===== config.mk =====
export PLATFORM = sky130hd
export DESIGN_NAME = nz_scan_sched
export DESIGN_NICKNAME = d
export VERILOG_FILES = /design/src/rtl/nz_scan_sched_pkg.sv /design/src/rtl/nz_scan_sched_lsb_prio_enc.sv /design/src/rtl/nz_scan_sched.sv
export SDC_FILE = /design/constraint.sdc
export NUM_CORES = 1
export LEC_CHECK = 0
export CORE_UTILIZATION = 24
export CTS_CLUSTER_SIZE = 25
export DETAILED_ROUTE_END_ITERATION = 6
export PLACE_DENSITY = 0.52
export RECOVER_POWER = 100
export SLEW_MARGIN = 10
export SYNTH_ARGS = -nofsm -noshare
export SYNTH_HDL_FRONTEND = slang
export SYNTH_SLANG_ARGS = --single-unit

===== constraint.sdc =====
create_clock -name clk -period 14.7 [get_ports clk]
set_clock_uncertainty 0.1 [all_clocks]
set_input_delay 2.94 -clock clk [delete_from_list [all_inputs] [get_ports clk]]
set_output_delay 2.94 -clock clk [all_outputs]
set_load 0.02 [all_outputs]

===== src/rtl/nz_scan_sched_pkg.sv =====
// Shared definitions for the zero-skipping RegFile read scheduler:
// FSM state encoding and the address-width helper.
package nz_scan_sched_pkg;

   typedef enum logic {
      ST_IDLE = 1'b0,
      ST_SCAN = 1'b1
   } state_e;

   // Ceiling log2, never below 1 so a one-entry RegFile still gets an address bit.
   function automatic int clog2(input int n);
      int r;
      r = 0;
      while ((1 << r) < n) begin
         r = r + 1;
      end
      if (r < 1) begin
         r = 1;
      end
      return r;
   endfunction

endpackage


===== src/rtl/nz_scan_sched_lsb_prio_enc.sv =====
// Lowest-set-bit priority encoder: reports whether any bit is set and the
// index of the least significant one.
module lsb_prio_enc #(
   parameter int WIDTH = 64,
   parameter int IDX_W = 6
) (
   input  logic [WIDTH-1:0] vec_i,
   output logic             any_o,
   output logic [IDX_W-1:0] idx_o
);

   always_comb begin
      any_o = |vec_i;
      idx_o = '0;
      // Scan downward so the lowest set bit is the last one written.
      for (int i = WIDTH - 1; i >= 0; i--) begin
         if (vec_i[i]) begin
            idx_o = IDX_W'(i);
         end
      end
   end

endmodule


===== src/rtl/nz_scan_sched.sv =====
// Zero-skipping read scheduler: snapshots the RegFile zero flags on start and
// streams (addr, data) for each non-zero entry in ascending order.
module nz_scan_sched
   import nz_scan_sched_pkg::*;
#(
   parameter  int BIT_WIDTH = 16,
   parameter  int REG_DEPTH = 64,
   localparam int ADDR_W    = clog2(REG_DEPTH)
) (
   input  logic                 clk,
   input  logic                 rst,
   input  logic                 start,
   output logic                 busy,
   output logic                 done,
   output logic [ADDR_W:0]      nnz_count,
   input  logic [REG_DEPTH-1:0] zeros,
   output logic                 rf_read_en,
   output logic [ADDR_W-1:0]    rf_read_addr,
   input  logic [BIT_WIDTH-1:0] rf_read_data,
   output logic                 out_valid,
   input  logic                 out_ready,
   output logic [ADDR_W-1:0]    out_addr,
   output logic [BIT_WIDTH-1:0] out_data
);

   function automatic logic [ADDR_W:0] popcount(input logic [REG_DEPTH-1:0] v);
      logic [ADDR_W:0] s;
      s = '0;
      for (int i = 0; i < REG_DEPTH; i++) begin
         s = s + {{ADDR_W{1'b0}}, v[i]};
      end
      return s;
   endfunction

   state_e                 state_q, state_d;
   logic [REG_DEPTH-1:0]   pend_q, pend_d;
   logic [ADDR_W:0]        nnz_q, nnz_d;
   logic                   done_q, done_d;
   logic                   valid_q, valid_d;
   logic [ADDR_W-1:0]      addr_q, addr_d;
   logic [BIT_WIDTH-1:0]   data_q, data_d;

   logic                   pend_any;
   logic [ADDR_W-1:0]      nxt;
   logic                   stage_free;
   logic                   load;

   lsb_prio_enc #(
      .WIDTH (REG_DEPTH),
      .IDX_W (ADDR_W)
   ) u_enc (
      .vec_i (pend_q),
      .any_o (pend_any),
      .idx_o (nxt)
   );

   // The output stage can take a new entry when empty or being popped this cycle.
   assign stage_free   = !valid_q || out_ready;
   assign load         = (state_q == ST_SCAN) && pend_any && stage_free && !rst;
   assign rf_read_en   = load;
   assign rf_read_addr = load ? nxt : '0;

   always_comb begin
      state_d = state_q;
      pend_d  = pend_q;
      nnz_d   = nnz_q;
      done_d  = 1'b0;
      valid_d = valid_q;
      addr_d  = addr_q;
      data_d  = data_q;
      case (state_q)
         ST_IDLE: begin
            if (start) begin
               pend_d  = ~zeros;
               nnz_d   = popcount(~zeros);
               state_d = ST_SCAN;
            end
         end
         ST_SCAN: begin
            if (load) begin
               data_d       = rf_read_data;
               addr_d       = nxt;
               valid_d      = 1'b1;
               pend_d[nxt]  = 1'b0;
            end else if (valid_q && out_ready) begin
               valid_d = 1'b0;
            end
            if (!pend_any && stage_free) begin
               state_d = ST_IDLE;
               done_d  = 1'b1;
               valid_d = 1'b0;
            end
         end
         default: begin
            state_d = ST_IDLE;
         end
      endcase
   end

   always_ff @(posedge clk) begin
      if (rst) begin
         state_q <= ST_IDLE;
         pend_q  <= '0;
         nnz_q   <= '0;
         done_q  <= 1'b0;
         valid_q <= 1'b0;
         addr_q  <= '0;
         data_q  <= '0;
      end else begin
         state_q <= state_d;
         pend_q  <= pend_d;
         nnz_q   <= nnz_d;
         done_q  <= done_d;
         valid_q <= valid_d;
         addr_q  <= addr_d;
         data_q  <= data_d;
      end
   end

   assign busy      = (state_q == ST_SCAN);
   assign done      = done_q;
   assign nnz_count = nnz_q;
   assign out_valid = valid_q;
   assign out_addr  = addr_q;
   assign out_data  = data_q;

endmodule

# After elaboration in Yosys (flattened, before gate mapping)
# Index checks and enable logic that the tools add are counted.
[op_classes] add_sub_neg=63 n_lt_le_gt_ge=2 n_eq_ne=2 muxes=77 n_bitwise=4 n_reduce_logical=17
[ops] cell="$add A7 B1 Y7" count=57
[ops] cell="$mux W6" count=65
[ops] cell="$mux W64" count=2
[ops] cell="$not A64 Y64" count=2
[ops] cell="$pmux W64 S2" count=1
[ops] cell="$and A64 B64 Y64" count=1
[ops] cell="$reduce_or A64 Y1" count=1
[ops] cell="$reduce_and A2 Y1" count=4
[ops] cell="$add A6 B1 Y7" count=1
[ops] cell="$lt A6 B7 Y1 const B" count=1
[ops] cell="$mux W1" count=7
[ops] cell="$add A5 B1 Y6" count=1
[ops] cell="$demux W1 S6" count=1
[ops] cell="$ge A6 B1 Y1 const B" count=1
[ops] cell="$logic_and A1 B1 Y1" count=6
[ops] cell="$add A4 B1 Y5" count=1
[ops] cell="$add A3 B1 Y4" count=1
[ops] cell="$add A2 B1 Y3" count=1
[ops] cell="$logic_not A1 Y1" count=3
[ops] cell="$reduce_bool A3 Y1" count=1
[ops] cell="$add A1 B1 Y2" count=1
[ops] cell="$ne A2 B1 Y1 const B" count=1
[ops] cell="$ne A2 B2 Y1 const B" count=1
[ops] cell="$pmux W1 S2" count=1
[ops] cell="3 further kinds" count=3
[word_totals] regBits=96 word_cells=172

# Depth between registers and ports, before layout
[logic_depth] depth_word=72 mapped_depth=24

# By module
# Synthesis repeated with hierarchy kept, for this count alone.
[hier_totals] hier_cells=790 hier_area_um2=6905.4
[modules_own_cells] module="nz_scan_sched" instances=1 cells_per_inst=645 area_each_um2=6018.3 seq_area_each_um2=1921.8
[modules_own_cells] module="lsb_prio_enc" instances=1 cells_per_inst=145 area_each_um2=887.1 seq_area_each_um2=0.0

# Worst setup path after synthesis
# OpenSTA, ideal clock, no wires.
[synth_path] path_type="in2reg" start="input port zeros[0]" end="register nnz_q[5], in the netlist nnz_count[5]" arrival_time_ns=8.251 required_ns=14.529 slack_ns=6.278 stages=19 path_cell_list="inv_1 fa_1 inv_1 fa_1 inv_1 fa_1 fa_1 fa_1 fa_1 fa_1 fa_1 ha_1 a21o_1 a21o_1 a21o_1 a21oi_1 xnor2_1 nand2_1 a21oi_1"
[synth_between] elab_chain_cells=64
[synth_lines] element="from (decl)" line="nz_scan_sched.sv:16" rtl="input logic [REG_DEPTH-1:0] zeros,"
[synth_lines] element="$not A64 Y64" line="nz_scan_sched.sv:75" rtl="nnz_d = popcount(~zeros);"
[synth_lines] element="$add A1 B1 Y2" line="nz_scan_sched.sv:30" rtl="s = s + {{ADDR_W{1'b0}}, v[i]};"
[synth_lines] element="$add A2 B1 Y3" line="nz_scan_sched.sv:30"
[synth_lines] element="$add A3 B1 Y4" line="nz_scan_sched.sv:30"
[synth_lines] element="$add A4 B1 Y5" line="nz_scan_sched.sv:30"
[synth_lines] element="$add A5 B1 Y6" line="nz_scan_sched.sv:30"
[synth_lines] element="$add A6 B1 Y7" line="nz_scan_sched.sv:30"
[synth_lines] element="$add A7 B1 Y7 (57 in a row)" line="nz_scan_sched.sv:30"
[synth_lines] element="to (signal assigned)" line="nz_scan_sched.sv:112" rtl="nnz_q <= nnz_d;"
[synth_lines] element="to (decl)" line="nz_scan_sched.sv:37" rtl="logic [ADDR_W:0] nnz_q, nnz_d;"
# No other way between the ends.
# A chain may end at the register's enable or synchronous reset.

# Worst setup path after layout
[layout_path] start="input port rst" end="output port rf_read_addr[1]"
[layout_between] elab_chain_cells=3
[layout_lines] element="from (decl)" line="nz_scan_sched.sv:11" rtl="input logic rst,"
[layout_lines] element="$logic_not A1 Y1" line="nz_scan_sched.sv:59" rtl="assign load = (state_q == ST_SCAN) && pend_any && stage_free && !rst;"
[layout_lines] element="$logic_and A1 B1 Y1" line="nz_scan_sched.sv:59"
[layout_lines] element="$mux W6" line="nz_scan_sched.sv:61" rtl="assign rf_read_addr = load ? nxt : '0;"
[layout_lines] element="to (decl)" line="nz_scan_sched.sv:18" rtl="output logic [ADDR_W-1:0] rf_read_addr,"
# No other way between the ends.

==> run_results.csv <==
group,metric,value,unit
synth,postSynthCellCount,863,
cts,cts_resized,0,
detailed_routing,routedWlPerCell,19.8,um
sta,final_hold_viol_count,0,
critical_path,path_cells,"buf_2 -> clkbuf_1 -> nor2b_1 -> clkbuf_1 -> nor2b_1 -> nand2_1 -> inv_2 -> nand3_1 -> inv_1 -> dlygate4sd3_1",
synth,synth_area_leaders,"dfxtp_1, fa_1, a21oi_1, inv_1, nand2_1",
final_layout,post-route-util,31.2,%
sta,grt_setup_unrepaired,"false",
floorplanning,dieArea,0.0291,mm^2
floorplanning,pin_count,123,
floorplanning,die_height,171,um
detailed_routing,final_antenna_net_count,0,
detailed_routing,drt_wl_total,26700,um
pwr,switching_share,45.6,%
final_layout,diodes,0,
detailed_routing,drtIter0Drc,716,
cts,cts_setup_buffers,0,
detailed_routing,firstDrtPassIters,5,
cts,cts_made_buffers,9,
cts,cts_tree,"built",
critical_path,critical_path_class,"in2out",
critical_path,worst_path_max_delay_cell,"clkbuf_1",
critical_path,end_kind,"output pin",
sta,slew_violations,136,
global_routing,grt_first_pass_wirelength,40400,um
synth,synth_cell_types,63,
floorplanning,coreArea,0.0279,mm^2
synth,ys_seq_area_share,28.1,%
sta,setup_viol,0,
placement,hpwlAfterDp,20200,um
cts,cts_hold_buffers,0,
synth,synth.most_common_cell,"inv_1",
sta,tns,0,ns
synth,yosys-top-cells-count,"inv_1, dfxtp_1, nand2_1",
detailed_routing,drcViolationCount,0,
sta,fin_crit_sh,77.6,%
global_routing,grt_pass1_vias,6664,
floorplanning,row_count,61,
placement,finalWeightedCongestion,0.940,
run,maxCapViolCount,4,
final_layout,nNetsFinal,1120,
sta,worst_pin_slew,3.29,ns
run_status,outcome,"finished with violations",
global_routing,grtUsageTotal,18.8,%
synth,syn_area,0.00683,mm^2
critical_path,setup.worst_path.start_class,"input pin",
final_layout,layout-drive-gt1-share,3.91,%
detailed_routing,vias,6924,
synth,synth.yosys.warnings,0,
synth,synth_edf_count,0,
final_layout,syn2layout_area_growth,27.3,%
synth,ys_ff_latch,96,
pwr,leakage,3.53,nW
pwr,p_seq_share,16.8,%
sta,relSlewSlack,-119,%
pwr,p_int,0.00102,W
pwr,pwr-share-clk,12.4,%
sta,min_period,11.40,ns
pwr,switchingPower,0.000858,W
final_layout,fill_cells,3008,
placement,dp_slack,5.44,ns
synth,synth_ff_type,"dfxtp_1",
floorplanning,start_util,24.5,%
run_status,violations,"capacitance limit, slew limit",
final_layout,final-seq-area,0.00192,mm^2
cts,htree_levels,3,
pwr,ir_drop,0.000328,V
pwr,power_frac_comb,70.8,%
cts,cts_buffer_depth,2,
sta,postLayoutSetupSlackWorst,3.30,ns
cts,clkTransAtPathRegs,0.07,ns
critical_path,cp.arrival,8.36,ns
global_routing,grt_overflow,0,
cts,clock-sinks,96,
detailed_routing,vias_per_cell,5.13,
synth,yosys.area.top_type,"dfxtp_1",
critical_path,required,11.66,ns
synth,synth_top_area_share,28.1,%
cts,insertion_delay,0.36,ns
floorplanning,die_width,171,um
worst_hold_path,hp-class,"reg2reg",
final_layout,multiInputGateArea,0.00430,mm^2
global_routing,grt_max_degree,59,
synth,syn_nets,1016,
sta,fmax,87.7,MHz
critical_path,crit_path_max_fanout,58,
pwr,power_density,217,mW/mm^2
cts,clockRootBuffer,"clkbuf_16",
synth,synth.avg_cell_area,7.92,um^2
synth,async_flop_share,0,%
critical_path,max_stage_delay,2.31,ns
global_routing,antenna_found_initial,0,
placement,port_buffers,122,
[area by class of cell]
cell class	instances	area share (%)
inverter	118	5.09
timing repair buffer	133	14.7
multi-input combinational	609	49.4
sequential	96	22.1
clock inverter	6	0.489
clock buffer	10	2.75
tap	378	5.44
[power by group through the flow]
stage	logic, W	registers [W]	clock network [W]
CTS	0.00137	0.000314	0.000236
detailed placement	0.00136	0.000320	0
global route	0.00156	0.000319	0.000248
finish	0.00133	0.000316	0.000233
global placement	0.00135	0.000321	0
floorplan	0.00103	0.000318	0
[cell families (layout without fill, tap and decap cells)]
logic type	count (synthesis)	in the layout	synth area share, %
AND/OR/NAND/NOR	305	305	22.6
flip-flops	96	96	28.1
buffers and inverters	158	267	8.97
adder cells (fa/ha/maj)	69	69	18.6
AO/OA/AOI/OAI	232	232	21.3
XOR/XNOR	3	3	0.385
[per-layer routing]
metal  global-route usage (%)  part of all wire, %  vias to the layer above
met4                     7.01                  3.1                        0
met2                     29.8                   46                      332
li1                         -                    -                     3217
met5                        0                    0                        -
met3                     3.08                  7.7                       43
met1                     25.4                   43                     3332
[per-stage QoR]
step	total power (W)	hold slack [ns]	area [um^2]	cells
after global placement	0.00167	0.342	8450	1334
after global routing	0.00213	0.377	8690	1350
final	0.00188	0.351	8690	1350
after detailed placement	0.00168	0.346	8450	1334
after floorplan	0.00135	0.352	6830	863
after CTS	0.00192	0.357	8730	1350
[worst max-delay path, delay by kind of cell]
family	cells	cell delay, ns
AND/OR/NAND/NOR	4	1.35
buffers and inverters	6	4.03
[path summary, 6_finish.rpt]
| kind | from | end | slack, ns | cells past startpoint |
|---|---|---|---|---|
| setup / recovery | rst | rf_read_addr[1] | 3.30 | 10 |
| hold / removal | out_data[2] | out_data[2] | 0.35 | 2 |
| setup reg to reg | busy | pend_q[21] | 8.56 | 9 |
| hold reg to reg | out_data[2] | out_data[2] | 0.35 | 2 |
[layout by cell type, fill, tap and decap left out, types with 5 or more instances in the layout]
cell type and instances:
inv_1 117, dfxtp_1 96, nand2_1 90, a21oi_1 88
clkdlybuf4s50_1 81, nor2_1 71, fa_1 54, dlygate4sd3_1 40
o21ai_0 38, nor3_1 35, nor4_1 25, o22ai_1 20
nand3_1 16, a211oi_1 15, ha_1 15, nor2b_1 14
or4_1 11, o211ai_1 9, and3_1 9, clkbuf_16 9
nand4_1 6, o311ai_0 6, buf_4 6, o21bai_1 5
a21o_1 5, a22oi_1 5, a311oi_1 5, clkbuf_1 5
[flip-flops by register name, summed over array words and instances, names as in the netlist]
name,cells
pend_q,64
out_data,16
busy,1
nnz_count,7
out_valid,1
done,1
out_addr,6
Note: power is estimated with default switching activity, not from simulation.
